--- config.mk ---
export PLATFORM = sky130hd
export DESIGN_NAME = frame_reader
export DESIGN_NICKNAME = d
export VERILOG_FILES = /design/src/rtl/video_pkg.sv /design/src/rtl/palette_rf.sv /design/src/rtl/frame_reader.sv
export SDC_FILE = /design/constraint.sdc
export NUM_CORES = 1
export LEC_CHECK = 0
export BUFFER_PORTS_ARGS = -buffer_cell sky130_fd_sc_hd__buf_4
export CORE_MARGIN = 2
export CORE_UTILIZATION = 45
export CTS_CLUSTER_DIAMETER = 30
export DETAILED_ROUTE_END_ITERATION = 16
export SETUP_SLACK_MARGIN = 0.4
export SYNTH_ARGS = -nofsm -noshare
export SYNTH_HDL_FRONTEND = slang
export SYNTH_SLANG_ARGS = --single-unit
--- constraint.sdc ---
create_clock -name Clk -period 18.9 [get_ports Clk]
set_input_delay 0.945 -clock Clk [delete_from_list [all_inputs] [get_ports Clk]]
set_output_delay 0.945 -clock Clk [all_outputs]
set_load 0.05 [all_outputs]
--- src/rtl/video_pkg.sv ---
// Shared video constants and types for the frame-buffer display path.
// Contents:
//   H_RES, V_RES       visible raster size
//   FB_W, FB_H         frame-buffer size (screen is 2x scaled in both axes)
//   IDX_W, RD_LAT      palette index width, frame-buffer RAM read latency
//   FRAME1_BASE        word address of frame 1 (frame 0 starts at 0)
//   rgb_t, pal_idx_t, fb_addr_t
//   fb_offset()        frame-relative word offset of a scaled coordinate
package video_pkg;

   localparam int H_RES       = 640;
   localparam int V_RES       = 480;
   localparam int FB_W        = 320;
   localparam int FB_H        = 240;
   localparam int IDX_W       = 4;
   localparam int RD_LAT      = 2;
   localparam int FRAME1_BASE = 76800;

   typedef logic [23:0]      rgb_t;
   typedef logic [IDX_W-1:0] pal_idx_t;
   typedef logic [17:0]      fb_addr_t;

   // ys*320 + xs built from shifts and adds: ys*320 = (ys<<8) + (ys<<6).
   // Largest result is 239*320 + 319 = 76799, well inside 18 bits.
   function automatic fb_addr_t fb_offset(input logic [8:0] xs, input logic [8:0] ys);
      fb_addr_t y_ext;
      fb_addr_t x_ext;
      y_ext = {9'd0, ys};
      x_ext = {9'd0, xs};
      return (y_ext << 8) + (y_ext << 6) + x_ext;
   endfunction

endpackage

--- src/rtl/palette_rf.sv ---
// 16 x 24-bit palette register file.
// Ports:
//   clk, rst          clock, asynchronous active-high reset (clears all entries)
//   we, waddr, wdata  write port, applied at the clock edge
//   re, raddr         read request; the read is sampled at the clock edge
//   rdata             registered read data; 0 after a cycle without re
// A read and a write of the same entry at one edge return the old entry,
// since the read samples the array before the write lands.
module palette_rf
   import video_pkg::*;
(
   input  logic     clk,
   input  logic     rst,
   input  logic     we,
   input  pal_idx_t waddr,
   input  rgb_t     wdata,
   input  logic     re,
   input  pal_idx_t raddr,
   output rgb_t     rdata
);

   localparam int N_ENTRIES = 2 ** IDX_W;

   rgb_t mem [N_ENTRIES];

   always_ff @(posedge clk or posedge rst) begin
      if (rst) begin
         for (int i = 0; i < N_ENTRIES; i++) begin
            mem[i] <= '0;
         end
         rdata <= '0;
      end else begin
         if (we) begin
            mem[waddr] <= wdata;
         end
         rdata <= re ? mem[raddr] : '0;
      end
   end

endmodule

--- src/rtl/frame_reader.sv ---
// Turns VGA coordinates into frame-buffer reads and palette-mapped RGB.
// Ports:
//   Clk, Reset            pixel clock, asynchronous active-high reset
//   DrawX, DrawY          current raster coordinate
//   swap_req              pulse: swap displayed frame at next vertical blank
//   pal_we/waddr/wdata    palette write port
//   fb_rd, fb_addr        frame-buffer read request (one cycle after sampling)
//   fb_rdata              palette index, valid RD_LAT cycles after fb_rd
//   color_data/valid      RGB out, RD_LAT+2 cycles after the coordinate
//   frame_sel             frame being displayed
//   swap_done             pulse when a swap takes effect
// Pipeline: A (address) -> B1..B(RD_LAT) (RAM latency) -> C (palette read).
module frame_reader
   import video_pkg::*;
(
   input  logic       Clk,
   input  logic       Reset,
   input  logic [9:0] DrawX,
   input  logic [9:0] DrawY,
   input  logic       swap_req,
   input  logic       pal_we,
   input  pal_idx_t   pal_waddr,
   input  rgb_t       pal_wdata,
   output logic       fb_rd,
   output fb_addr_t   fb_addr,
   input  pal_idx_t   fb_rdata,
   output rgb_t       color_data,
   output logic       color_valid,
   output logic       frame_sel,
   output logic       swap_done
);

   localparam logic [9:0] H_LIM = 10'(H_RES);
   localparam logic [9:0] V_LIM = 10'(V_RES);

   logic              visible;
   logic              boundary;
   logic              swap_now;
   logic              pending;
   fb_addr_t          base;
   logic [RD_LAT-1:0] rd_pipe;
   logic              lookup_vld;

   assign visible  = (DrawX < H_LIM) && (DrawY < V_LIM);
   // First cycle of vertical blank: the only point where the frame may flip.
   assign boundary = (DrawY == V_LIM) && (DrawX == 10'd0);
   assign swap_now = boundary && (pending || swap_req);
   assign base     = frame_sel ? fb_addr_t'(FRAME1_BASE) : fb_addr_t'(0);

   // Stage A: address generation; fb_addr holds across blanking.
   always_ff @(posedge Clk or posedge Reset) begin
      if (Reset) begin
         fb_rd   <= 1'b0;
         fb_addr <= '0;
      end else begin
         fb_rd <= visible;
         if (visible) begin
            fb_addr <= base + fb_offset(DrawX[9:1], DrawY[9:1]);
         end
      end
   end

   // Stages B: valid bit travels alongside the RAM read so that its last
   // tap is high exactly in the cycle fb_rdata carries the index.
   always_ff @(posedge Clk or posedge Reset) begin
      if (Reset) begin
         rd_pipe <= '0;
      end else begin
         rd_pipe[0] <= fb_rd;
         for (int i = 1; i < RD_LAT; i++) begin
            rd_pipe[i] <= rd_pipe[i-1];
         end
      end
   end

   assign lookup_vld = rd_pipe[RD_LAT-1];

   // Stage C: registered palette read; returns 0 for non-visible slots.
   palette_rf u_palette (
      .clk   (Clk),
      .rst   (Reset),
      .we    (pal_we),
      .waddr (pal_waddr),
      .wdata (pal_wdata),
      .re    (lookup_vld),
      .raddr (fb_rdata),
      .rdata (color_data)
   );

   always_ff @(posedge Clk or posedge Reset) begin
      if (Reset) begin
         color_valid <= 1'b0;
      end else begin
         color_valid <= lookup_vld;
      end
   end

   // Frame swap: requests collapse into one pending bit, consumed only at
   // the boundary, so frame_sel never moves during visible lines.
   always_ff @(posedge Clk or posedge Reset) begin
      if (Reset) begin
         pending   <= 1'b0;
         frame_sel <= 1'b0;
         swap_done <= 1'b0;
      end else begin
         swap_done <= swap_now;
         if (swap_now) begin
            frame_sel <= ~frame_sel;
         end
         if (boundary) begin
            pending <= 1'b0;
         end else if (swap_req) begin
            pending <= 1'b1;
         end
      end
   end

endmodule

==> reports/results.ini, run 1 <==
[power]
power_density_nw_per_um2=141.2
leakage_nw=10.99
ir_drop_uv=95.05

[clock_tree]
cts_setup_buffers=0
cts_buffers=100
clkSinkCount=433
root_buffer=clkbuf_16
cts_hold_buffers=0
cts_tree=yes
clk_pin_slew_ns=0.05
cts_max_level=3
ctsResizeCount=0
clkLatencyLatePin_ns=0.61
cts_buffer_depth=3

[grt]
grt_max_degree=88
grt_use_total_pct=22.03
antenna_found_initial=0
grt_first_pass_wirelength_um=74610
gr-total-overflow=0
grt_pass1_vias=12500

[timing]
period_share_pct=16.93
final.setup.tns_ns=0
slew_viol_final=0
worst_slew_margin_rel_pct=19.38
tightest_slew_ns=1.207
max_freq_ghz=0.3124
period_minus_slack_ns=3.201
hold_violations=0
rsz0062_at_grt=no
setup_viol=0
skew_ns=0.02079

[detailed_routing]
viasPerCell=5.519
vias=11720
drtAntennaViolNets=0
wl_met3_um=1820
wl_um=48260
dr.pass1.iters=5
top_layer=met4
drc_errors=0
m1WireLength_um=21180
routedWlPerCell_um=22.72
drt_iter0_markers=559
wl_met2_um=24090

[finish]
fillerInstances=3496
antennaDiodeCount=0
seq_area_sq_um=10840
fin_area_sq_um=24460
area_growth_pct=23.67
post-route-util_pct=56.53
fin_nets=1535
drive_gt1_share_pct=44.70
multi_input_area_sq_um=8492

[floorplan]
io_pins=102
die_w_um=213.6
die_y_um=213.6
coreArea_sq_um=43270
dieArea_sq_um=45640
core.rowCount=76
initial_core_util_pct=45.71

[logic_synthesis]
syn_area_per_cell_sq_um=14.76
synth_cells=1340
synth_top_area_cell=dfrtp_1
synth-edff-count=0
yosysSeqAreaShare_pct=54.79
yosys_warnings=0
synth_seq_cells=433
synth_cell_type_count=48
synthDominantCellAreaShare_pct=54.79
async_reset_ff_share_pct=100.0
synth_area_leaders=dfrtp_1, mux2_2, mux4_2
syn_nets=1416
synth_flop_cell=dfrtp_1
syn_area_sq_um=19780

[critical_path]
crit_family=buffers and inverters
cp_data_required_time_ns=19.38
max_stage_delay_ns=0.82
r2r_end=fb_addr[16]
endpoint_kind=register
path_cells=buf_6, buf_4, mux4_2, mux2_2, o211a_1
crit_buf_inv=2
crit_fanout=76
crit_slowest_cell=buf_4
start_kind=primary input
r2r.worst_path.cells=9
r2r_slack_ns=16.34
reg2reg_from=frame_sel
worstPathArrival_ns=3.68
path_class=primary input to register

[place]
place.gp.congestion=0.7495
dpl-instance-area_sq_um=21040
io_buffer_count=101
hpwl_um=25900

[min_path]
hp-class=register to register
whs_path_depth=0
worstHoldStart=rd_pipe[0]
holdPathEnd=rd_pipe[1]

[status]
status=completed

[job]
cap_violations=0

## where the power goes
group	switching (W)	internal (W)
Sequential	0.000102	0.00114
Clock	0.000509	0.00123
Combinational	0.000214	0.000270
## layer usage
metal  vias up  global-route usage [%]
met5         -                       0
met4         0                   7.328
met3        93                   4.467
met2       232                   37.06
met1      6226                   28.66
li1       5171                       -
## worst register-to-register path: stages, from the launching register on
cell,delay [ns]
dfrtp_1,0.43
inv_1,0.14
fa_1,0.50
inv_1,0.04
ha_1,0.34
o21a_1,0.14
a21oi_1,0.10
nor4b_1,0.40
nor3_1,0.09
o31ai_1,0.26
## through the flow
step / total power [W] / cells / hold slack (ns) / setup WS, ns
floorplan: 0.001605 / 1340 / 0.3312 / 5.895
global placement: 0.001713 / 1942 / 0.3354 / 15.08
detailed placement: 0.001734 / 1942 / 0.3364 / 15.02
CTS: 0.003490 / 2124 / 0.3440 / 15.65
global route: 0.003600 / 2124 / 0.3641 / 15.48
finish: 0.003455 / 2124 / 0.3425 / 15.70
## flip-flops by register name, summed over array words and instances, names as in the netlist
name / flops
pending: 1
frame_sel: 1
fb_addr: 18
u_palette.rdata: 24
color_valid: 1
u_palette.mem: 384
rd_pipe: 2
swap_done: 1
fb_rd: 1
## layout by cell type, fill, tap and decap left out, types with 6 or more instances in the layout
cell type    n
mux2_1      97
nand2_1     59
mux4_2      72
nor2_4       9
a21boi_0     6
clkbuf_16  103
o21ai_0     21
mux2i_1     48
nand3_1     14
a22oi_1      8
buf_4      119
clkbuf_1    29
clkbuf_8    13
mux2_2     323
clkinv_2    16
a21oi_1     24
inv_1       16
o21ai_1     12
o211a_1     12
dfrtp_1    433
ha_1        15
a21boi_1     6
bufinv_16   14
## synth_stat cells, types with 3 or more instances
| master | n |
|---|---|
| o211a_1 | 12 |
| a21oi_1 | 24 |
| nand2_1 | 59 |
| inv_1 | 17 |
| ha_1 | 15 |
| nor2_1 | 13 |
| o21ai_0 | 21 |
| o21a_1 | 5 |
| mux2_1 | 97 |
| nor2b_1 | 4 |
| o31ai_1 | 3 |
| nand2b_1 | 6 |
| buf_1 | 5 |
| nor3_1 | 5 |
| fa_1 | 5 |
| a21boi_1 | 6 |
| buf_4 | 6 |
| o21ai_1 | 12 |
| mux2_2 | 323 |
| xnor2_1 | 5 |
| a21boi_0 | 6 |
| a21o_1 | 3 |
| mux2i_1 | 48 |
| buf_2 | 41 |
| clkbuf_1 | 50 |
| dfrtp_1 | 433 |
| mux4_2 | 72 |
| nand3_1 | 14 |
| a22oi_1 | 8 |
## final cells by class
cell class	instances	share of cell area [%]
Clock buffer	145	11.71
Clock inverter	37	2.271
Inverter	18	0.3069
Multi-Input combinational cell	786	34.72
Sequential cell	433	44.30
Tap cell	585	2.992
Timing Repair Buffer	120	3.698
## cells by family after synthesis
logic type / count (synthesis) / share of synthesized area [%]
multiplexers: 540 / 34.54
flip-flops: 433 / 54.79
buffers and inverters: 121 / 2.708
AND/OR/NAND/NOR: 115 / 2.815
AO/OA/AOI/OAI: 104 / 3.385
adder cells (fa/ha/maj): 20 / 1.455
XOR/XNOR: 7 / 0.3100
## worst max-delay path by stage
stage	slack, ns	from	end	cells after the start
floorplan	5.89	Reset	color_valid	1
global placement	15.08	fb_rdata[0]	u_palette.rdata[22]	5
detailed placement	15.02	fb_rdata[0]	u_palette.rdata[8]	5
CTS	15.65	fb_rdata[0]	u_palette.rdata[22]	5
global route	15.48	fb_rdata[0]	u_palette.rdata[21]	7
finish	15.70	fb_rdata[0]	u_palette.rdata[22]	5
No activity file was read; power rests on OpenSTA's default activity.
==> inputs of run 2 (changes only) <==
clock period = 3.1 ns   (was 18.9 ns; I/O delays follow)
==> run 2 against run 1 <==
Against the previous run:
- first-iteration DRC count increased by 5.7%
- critical path type is now register to register
- total power rose to 6.4 times the previous value
- sequential power rose to 6.1 times the previous value
- worst setup slack lost 15 ns
- clock skew fell by 0.0054 ns
- highest routed layer unchanged
==> reports/results.ini, run 2 (same netlist as run 1, synthesis figures left out) <==
[grt]
gr-total-overflow=0  ; unchanged
grt_max_degree=85  ; -3.4%
antenna_found_initial=0  ; unchanged
grt_use_total_pct=21.65  ; -0.38 points
use_met3_pct=4.716  ; +0.25 points
use_met2_pct=35.43  ; -1.6 points
grt.busiest_layer=met2
grt_first_pass_wirelength_um=73890  ; -0.97%
grt_pass1_vias=12620  ; +0.98%
grt_util_met1_pct=28.80  ; +0.14 points

[detailed_routing]
routedWlPerCell_um=21.56  ; -5.1%
drc_errors=0  ; unchanged
drtAntennaViolNets=0  ; unchanged
dr.pass1.iters=4  ; -1
vias=11920  ; +1.7%
drt_iter0_markers=591  ; +5.7%
wl_um=47330  ; -1.9%
viasPerCell=5.432  ; -1.6%

[critical_path]
crit_buf_inv=2  ; unchanged
worstPathArrival_ns=3.00  ; -0.68 ns
crit_fanout=4  ; -95%
path_class=register to register
crit_slowest_cell=fa_1
crit_family=adder cells
endpoint_kind=register
path_cells=inv_1, fa_1, inv_1, ha_1, o21a_1, a21oi_1, nor4b_1, nor3_1, o31ai_1
cp_data_required_time_ns=3.62  ; -15.76 ns
cpMostUsedCell=inv_1
r2r_slack_ns=0.62  ; -15.72 ns
max_stage_delay_ns=0.49  ; -0.33 ns
start_kind=register

[place]
hpwl_um=26930  ; +4.0%
io_buffer_count=101  ; unchanged
place_inst=1962  ; +1.0%
place.gp.congestion=0.7808  ; +4.2%
post-place-ws_ns=0.6275  ; -14.39 ns
dpl-instance-area_sq_um=21360  ; +1.5%

[finish]
regMostFlops=u_palette.mem
final_cell_mix=dfrtp_1, mux2_2, buf_4
fillerInstances=3402  ; -2.7%
antennaDiodeCount=0  ; unchanged
largest_reg_flops=384  ; unchanged
area_growth_pct=29.35
final_common_cell=dfrtp_1
reg.largest.list=u_palette.mem: 384 flops, u_palette.rdata: 24 flops, fb_addr: 18 flops
fin_nets=1597  ; +4.0%
fin_cells=2195  ; +3.3%
fin_area_sq_um=25580  ; +4.6%
drive_gt1_share_pct=46.09  ; +1.4 points

[timing]
rsz0062_at_grt=no
max_freq_ghz=0.4033
skew_ns=0.01544  ; -0.005351 ns
period_share_pct=79.99
period_minus_slack_ns=2.480
worst_slew_margin_rel_pct=35.17  ; +16 points
setup_viol=0  ; unchanged
tightest_slew_ns=0.9704  ; -0.2361 ns
slew_viol_final=0  ; unchanged
setup_slack_ns=0.6202  ; -15.08 ns
hold_violations=0  ; unchanged

[clock_tree]
ctsResizeCount=0  ; unchanged
clkSinkCount=433  ; unchanged
clk_pin_slew_ns=0.05  ; about the same
cts_max_level=3  ; unchanged
root_buffer=clkbuf_16
clkLatencyLatePin_ns=0.62  ; about the same
cts_buffer_depth=3  ; unchanged
cts_buffers=102  ; +2.0%
cts_tree=yes

[floorplan]
dieArea_sq_um=45640  ; unchanged
io_pins=102  ; unchanged
die_y_um=213.6  ; unchanged
die_w_um=213.6  ; unchanged
core.rowCount=76  ; unchanged
initial_core_util_pct=45.71  ; unchanged
coreArea_sq_um=43270  ; unchanged

[status]
status=completed

[power]
power_density_nw_per_um2=868.8  ; +520%
ir_drop_uv=457.3  ; +380%
leakage_nw=11.45  ; +4.3%

[min_path]
hp-class=primary input to register

[job]
cap_violations=0  ; unchanged

## run 2: cell types whose count changed in the layout (fill, tap and decap cells not counted), moves of 2 or more
cell | before | now
bufinv_16 | 14 | 20
clkinvlp_4 | 5 | 19
inv_6 | 1 | 12
buf_12 | 0 | 14
clkinv_2 | 16 | 9
clkinv_4 | 1 | 5
clkbuf_8 | 13 | 16
clkbuf_1 | 29 | 6
dlygate4sd3_1 | 0 | 40
buf_4 | 119 | 125
clkbuf_16 | 103 | 105
## run 2: final cells by class
cell class / instances / area [sq um] / area share, %
Sequential cell: 433 / 10840 / 42.35
Timing Repair Buffer: 180 / 1630 / 6.373
Clock inverter: 66 / 952.2 / 3.722
Clock buffer: 127 / 2870 / 11.22
Tap cell: 585 / 732.0 / 2.861
Inverter: 18 / 71.32 / 0.2788
Multi-Input combinational cell: 786 / 8492 / 33.19
## run 2: what timing repair did
action,CTS,global route
hold buffers,38,3
endpoints found under the setup margin,0,1
endpoints found under the hold margin,410,1
buffers inserted,0,0
## run 2: power breakdown
| group | switching (W) | internal (W) |
|---|---|---|
| Clock | 0.00344 | 0.00823 |
| Sequential | 0.000598 | 0.00692 |
| Combinational | 0.00133 | 0.00171 |
## run 2: metrics by stage
stage | setup TNS, ns | total power [W] | hold WS (ns) | util [%]
2_1_floorplan | -1256.71 | 0.009790 | 0.2604 | -
3_3_place_gp | 0 | 0.01048 | 0.3381 | 49.37
3_5_place_dp | 0 | 0.01061 | 0.3370 | 49.37
4_1_cts | 0 | 0.02245 | 0.002070 | 59.08
5_1_grt | 0 | 0.02315 | 0.05792 | 59.13
6_report | 0 | 0.02223 | 0.03431 | 59.13
## run 2: final timing paths
| check | from | end | cells past startpoint |
|---|---|---|---|
| worst max-delay path | frame_sel | fb_addr[16] | 9 |
| worst min-delay path | DrawX[7] | fb_addr[7] | 5 |
| worst max register to register | frame_sel | fb_addr[16] | 9 |
| worst min register to register | rd_pipe[0] | rd_pipe[1] | 0 |
| max in group asynchronous | Reset | u_palette.mem[371] | 4 |
| min in group asynchronous | Reset | u_palette.rdata[3] | 3 |
## run 2: worst min-delay path, stage by stage
cell and delay [ns]:
buf_4 0.09, ha_1 0.14, ha_1 0.13, nand2_1 0.06, nand2_1 0.05
## run 2: routing by layer
metal | share of wire (%) | vias up
li1 | - | 5311
met2 | 49 | 214
met4 | 2.4 | 0
met3 | 3.7 | 83
met1 | 45 | 6315
met5 | 0 | -
